## src/rtl/lut_config_ctrl.sv

```systemverilog
// lut_config_ctrl: streams a 2**K-bit mask one bit per cycle into one of NUM_LUTS LUTRAMs.
// Optional feature macro ZUMA_CFG_PARITY_EN rejects words whose mask fails even parity.
module lut_config_ctrl #(
  parameter int K        = 6,
  parameter int NUM_LUTS = 8,
  parameter int SEL_W    = 3
) (
  input  logic                clk_i,
  input  logic                reset_i,
  input  logic                cfg_valid_i,
  output logic                cfg_ready_o,
  input  logic [2**K-1:0]     cfg_mask_i,
  input  logic [SEL_W-1:0]    cfg_sel_i,
  input  logic                cfg_parity_i,
  output logic [K-1:0]        lut_a_o,
  output logic                lut_d_o,
  output logic [NUM_LUTS-1:0] lut_we_o,
  output logic                busy_o,
  output logic                done_o,
  output logic                err_o
);
  typedef enum logic [1:0] {IDLE, WRITE, FINISH} state_e;
  state_e              state_q;
  logic [2**K-1:0]     mask_q;
  logic [K-1:0]        lut_a_q;
  logic [NUM_LUTS-1:0] lut_we_q;
  logic                lut_d_q, busy_q, done_q, err_q;
  logic                sel_bad, reject;
  assign sel_bad = {1'b0, cfg_sel_i} >= (SEL_W+1)'(NUM_LUTS);
`ifdef ZUMA_CFG_PARITY_EN
  assign reject = sel_bad | (^cfg_mask_i ^ cfg_parity_i);
`else
  logic unused_parity;
  assign unused_parity = cfg_parity_i;
  assign reject = sel_bad;
`endif
  // Ready is combinational so a word can be taken on the very first edge after reset.
  assign cfg_ready_o = ~reset_i & (state_q == IDLE);
  assign lut_a_o     = lut_a_q;
  assign lut_d_o     = lut_d_q;
  assign lut_we_o    = lut_we_q;
  assign busy_o      = busy_q;
  assign done_o      = done_q;
  assign err_o       = err_q;
  always_ff @(posedge clk_i or posedge reset_i) begin
    if (reset_i) begin
      state_q  <= IDLE;
      mask_q   <= '0;
      lut_a_q  <= '0;
      lut_d_q  <= 1'b0;
      lut_we_q <= '0;
      busy_q   <= 1'b0;
      done_q   <= 1'b0;
      err_q    <= 1'b0;
    end else begin
      case (state_q)
        IDLE: if (cfg_valid_i) begin
          if (reject) err_q <= 1'b1;
          else begin
            state_q  <= WRITE;
            mask_q   <= cfg_mask_i;
            lut_a_q  <= '0;
            lut_d_q  <= cfg_mask_i[0];
            lut_we_q <= NUM_LUTS'(1) << cfg_sel_i;
            busy_q   <= 1'b1;
          end
        end
        WRITE: if (&lut_a_q) begin
          state_q  <= FINISH;
          lut_a_q  <= '0;
          lut_d_q  <= 1'b0;
          lut_we_q <= '0;
          done_q   <= 1'b1;
        end else begin
          lut_a_q <= lut_a_q + 1'b1;
          lut_d_q <= mask_q[lut_a_q + 1'b1];
        end
        default: begin
          state_q <= IDLE;
          done_q  <= 1'b0;
          busy_q  <= 1'b0;
        end
      endcase
    end
  end
endmodule

```

## config.mk

```make
export PLATFORM = sky130hd
export DESIGN_NAME = lut_config_ctrl
export DESIGN_NICKNAME = d
export VERILOG_FILES = /design/src/rtl/lut_config_ctrl.sv
export SDC_FILE = /design/constraint.sdc
export NUM_CORES = 1
export LEC_CHECK = 0
export CAP_MARGIN = 20
export CORE_ASPECT_RATIO = 0.6
export CORE_UTILIZATION = 34
export CTS_CLUSTER_SIZE = 30
export DETAILED_ROUTE_END_ITERATION = 8
export HOLD_SLACK_MARGIN = 0.15
export SLEW_MARGIN = 20
export SYNTH_ARGS = -nofsm -noshare
export SYNTH_HDL_FRONTEND = slang
export SYNTH_SLANG_ARGS = --single-unit
```

## constraint.sdc

```tcl
create_clock -name clk_i -period 2.25 [get_ports clk_i]
set_input_delay 0.225 -clock clk_i [delete_from_list [all_inputs] [get_ports clk_i]]
set_output_delay 0.225 -clock clk_i [all_outputs]
set_load 0.005 [all_outputs]
```

; After elaboration in Yosys (flattened, before gate mapping)
; Index checks and enable logic that the tools add are counted.
[classes]
magnitude_cmp = 1
n_reduce_logical = 9
shifts = 1
bitwise_logic = 4
add_sub_neg = 1
eq_ne = 3
n_mux = 18
[op_table]
columns = op, count
row1 = 8-bit 2-to-1 mux, 2
row2 = 8-bit case mux with 2 select lines, 1
row3 = 6-bit 2-to-1 mux, 2
row4 = 6-bit case mux with 2 select lines, 1
row5 = 2-bit AND reduction, 5
row6 = 1-bit by 3-bit left shift with 8-bit output (first input constant), 1
row7 = 6-bit by 7-bit < comparator with 1-bit output (second input constant), 1
row8 = 6-bit by 1-bit adder with 6-bit output (second input constant), 1
row9 = 1-bit binary-select mux with 6-bit select, 1
row10 = 1-bit case mux with 2 select lines, 3
row11 = 6-bit AND reduction, 1
row12 = 1-bit 2-to-1 mux, 5
row13 = 2-bit 2-to-1 mux, 2
row14 = 2-bit inequality test (second input constant), 2
row15 = 2-bit case mux with 2 select lines, 1
row16 = 1-bit inverter, 3
row17 = 3-bit AND reduction, 1
row18 = 2-bit by 1-bit equality test with 1-bit output (second input constant), 1
row19 = 2-bit logical NOT, 1
row20 = 2-bit nonzero test, 1
row21 = 1-bit AND, 1
[totals]
register_bits = 83
elab_cells = 44

; Depth between registers and ports, before layout
[depth]
word_depth = 5
ltp_mapped = 9

; Worst setup path after synthesis
; OpenSTA, ideal clock, no wires.
[synth_path]
path_type = reg-to-reg
startpoint = reg lut_a_q[1] (netlist: lut_a_o[1])
endpoint = reg lut_d_q (netlist: lut_d_o)
setup_slack_ns = 0.066
t_required_ns = 2.123
period_less_slack_ns = 2.184
t_arrival_ns = 2.057
path_stages_with_launch = 9
path_cell_list = dfrtp_1 -> ha_1 -> buf_6 -> clkbuf_1 -> mux4_1 -> nand2_1 -> nand4_1 -> o2111ai_1 -> o21ai_1
[synth_between]
elab_chain_len = 5
elab_cells_between_ends = 6
[synth_rtl]
columns = item, line
row1 = from (decl), 25  ; logic [K-1:0] lut_a_q;
row2 = from (signal assigned), 75  ; lut_a_q <= lut_a_q + 1'b1;
row3 = 6-bit by 1-bit adder with 6-bit output, 76  ; lut_d_q <= mask_q[lut_a_q + 1'b1];
row4 = 1-bit binary-select mux with 6-bit select, 76
row5 = 1-bit 2-to-1 mux (not written as such), 76
row6 = 1-bit 2-to-1 mux *, 68  ; WRITE: if (&lut_a_q) begin
row7 = 1-bit case mux with 2 select lines *, 56  ; case (state_q)
row8 = to (signal assigned), 63  ; lut_d_q <= cfg_mask_i[0];
row9 = to (signal assigned), 76
row10 = to (decl), 27  ; logic lut_d_q, busy_q, done_q, err_q;
; Mark *: on every way between the ends. The rest lies on a longest branch, timed or not. The select of a mux whose other input is x is not followed.
; A chain may end at the register's enable or synchronous reset.

; Worst setup path in the final report
; Ends and elaborated chain as after synthesis.

==> flow_summary_export.csv <==
group,metric,value,unit
status,status,"complete, no violations",
final_layout,layout_common_cells,"nand2_1 (215), clkdlybuf4s50_1 (87), dfrtp_1 (83)",
clocking,postCtsSetupBuffers,0,
synthesis,ys_warn_count,0,
synthesis,synth_seq_area_share,53.2,%
clocking,clock-sinks,83,
synthesis,post_synth.cell_area_avg,9.27,um2
synthesis,synth-simple-area-share,24.4,%
routing,postRouteWirelength,9310,um
synthesis,synthAdderAreaFrac,0.321,%
global_routing,antenna_found_initial,0,
synthesis,syn_nets,493,
pwr,p_per_area,1040,nW/um2
critical_path,cp_data_required_time,2470,ps
routing,drtIter0Drc,206,
synthesis,yosysUniqueCellTypes,39,
timing,worst_clock_skew,4.77,ps
final_layout,n_antenna_cell,0,
floorplan,io_pins,90,
final_layout,layout_commonest_cell,"nand2_1",
pwr,leakage,2.48,nW
synthesis,async_flop_share,100,%
clocking,clock_path_buffers,2,
placement,dp_hpwl,6900,um
critical_path,slowest_stage,"mux4_2",
timing,finalSetupViolCount,0,
floorplan,core_region_area,10800,um2
critical_path,crit_path_start_kind,"register",
global_routing,grtUsageTotal,17.0,%
global_routing,grt_overflow,0,
synthesis,synth_mux_area_share,10.7,%
placement,dp.cells,633,
timing,slew_viol_final,0,
global_routing,grt_start_max_net_pins,47,
clocking,clkLatencyLatePin,340,ps
global_routing,grt_pass1_vias,3041,
timing,finalHoldViolations,0,
global_routing,grt_pass1_wl,15600,um
critical_path,end_kind,"register",
floorplan,die_w,140,um
clocking,hold_buffers,0,
routing,first_pass_iters,5,
critical_path,crit_fanout,9,
clocking,htreeDepth,3,
critical_path,path_cells,"ha_4, buf_12, mux4_2, mux2i_2, a211oi_1, a41oi_1, o21ai_1",
clocking,cts_resized,0,
routing,route.detailed.drc,0,
routing,viasPerCell,4.77,
final_layout,design_area,5250,um2
synthesis,syn_area,3900,um2
synthesis,synthXorXnorAreaFrac,1.31,%
timing,relSlewSlack,62.1,%
job,max-cap-violations,0,
final_layout,final_util,48.4,%
pwr,irDropWorstVdd,0.519,mV
clocking,cts_made_buffers,9,
critical_path,arrival,2330,ps
timing,worst_slew_pin_slew,567,ps
floorplan,initial_core_util,36.0,%
routing,antenna_left,0,
synthesis,postSynthCellCount,421,
timing,tns,0,ps
floorplan,rows,29,
routing,num_vias,3094,
synthesis,synth.ff_latch_count,83,
final_layout,fin_cells,648,
timing,max_freq,473,MHz
final_layout,drive_gt1_share,8.45,%
critical_path,crit_buf_inv,1,
clocking,cts_root_buf,"clkbuf_16",
routing,avgRoutedWirePerCell,14.4,um
synthesis,synth_edf_count,0,
critical_path,path_class,"register to register",
clocking,cts_tree,"yes",
placement,routabilityCongestion,0.835,
final_layout,nets,577,
placement,port_buffers,87,
placement,placed_area,4960,um2
timing,rsz0062_at_grt,"false",
timing,finalCritPeriodShare,93.9,%
critical_path,crit_family,"multiplexers",
final_layout,syn2layout_area_growth,34.4,%
synthesis,synth_top_flop_cell,"dfrtp_1",
timing,final.min_clock_period,2110,ps
synthesis,synth_compound_area_share,5.67,%
critical_path,max_stage_delay,510,ps
clocking,clkSlewWorstSetupHoldPaths,60,ps
hold_path,holdCritPathClass,"primary input to asynchronous set/reset pin",
floorplan,dieArea,11900,um2
synthesis,synth_top_family_by_area,"simple AND/OR/NAND/NOR gates",
floorplan,fp.dieH,85,um
[layout make-up]
class,instances,area [um2]
Multi-Input combinational cell,305,1680
Clock buffer,10,229
Inverter,6,26.3
Tap cell,139,174
Clock inverter,5,31.3
Fill cell,1020,5600
Sequential cell,83,2080
Timing Repair Buffer,100,1030
[flip-flops by register name, indices dropped and copies added (netlist names)]
| register | flops |
|---|---|
| state_q | 2 |
| lut_d_o | 1 |
| done_o | 1 |
| busy_o | 1 |
| lut_we_o | 8 |
| mask_q | 64 |
| lut_a_o | 6 |
[Yosys cell counts (2+ instances only)]
cell type | count | area, um2
mux4_2 | 8 | 180
dfrtp_1 | 83 | 2080
buf_1 | 2 | 7.51
nand3_1 | 6 | 30.0
o21ai_0 | 14 | 70.1
xnor2_1 | 3 | 26.3
buf_4 | 5 | 37.5
o2111ai_1 | 3 | 26.3
o41ai_1 | 4 | 35.0
buf_2 | 2 | 10.0
o31ai_1 | 3 | 22.5
mux4_1 | 6 | 158
buf_6 | 3 | 33.8
a32o_1 | 2 | 20.0
mux2i_1 | 8 | 80.1
nand2_1 | 216 | 811
clkbuf_1 | 15 | 56.3
nand2b_1 | 3 | 18.8
nor2_1 | 9 | 33.8
inv_1 | 6 | 22.5
nor3_1 | 2 | 10.0
[through the flow]
step	power (mW)	setup slack [ps]	hold WS (ps)
3_5_place_dp	4.09	136	457
4_1_cts	5.42	103	283
3_3_place_gp	4.03	144	454
5_1_grt	5.81	17.3	329
2_1_floorplan	3.41	66.0	322
6_report	5.46	137	283
[final timing paths]
kind,startpoint,to,slack [ps],depth (start not counted)
worst min-delay path,reset_i,done_o$_DFFE_PP0P_,280,2
worst min register to register,mask_q[60]$_DFFE_PP0P_,mask_q[60]$_DFFE_PP0P_,470,2
max in group asynchronous,reset_i,mask_q[20]$_DFFE_PP0P_,1470,3
worst max-delay path,lut_a_o[1]$_DFFE_PP0P_,lut_d_o$_DFFE_PP0P_,140,7
worst max register to register,lut_a_o[1]$_DFFE_PP0P_,lut_d_o$_DFFE_PP0P_,140,7
min in group clk_i,cfg_mask_i[24],mask_q[24]$_DFFE_PP0P_,410,3
[metal layers]
layer | track usage (%) | part of all wire, % | routed length [um]
met5 | 0 | 0 | 0
met4 | 4.30 | 0.52 | 48
met3 | 5.59 | 7.3 | 684
met2 | 22.6 | 41 | 3790
met1 | 26.1 | 51 | 4800
[kinds of logic after synthesis]
logic type / Yosys count
xor+xnor: 5
compound gates: 33
buf+inv: 33
fa+ha+maj: 1
flops: 83
simple gates: 243
mux: 22
other cells: 1
[power breakdown]
group / internal (mW) / switching, mW / total, mW
Sequential: 1.84 / 0.236 / 2.07
Clock: 0.736 / 0.568 / 1.30
Combinational: 1.14 / 0.938 / 2.08
[worst register-to-register path, cell delays in order, from the launching register on]
cell,delay [ps]
dfrtp_1,410
ha_4,310
buf_12,140
mux4_2,520
mux2i_2,200
a211oi_1,100
a41oi_1,230
o21ai_1,90
(Power assumes the default switching activity.)
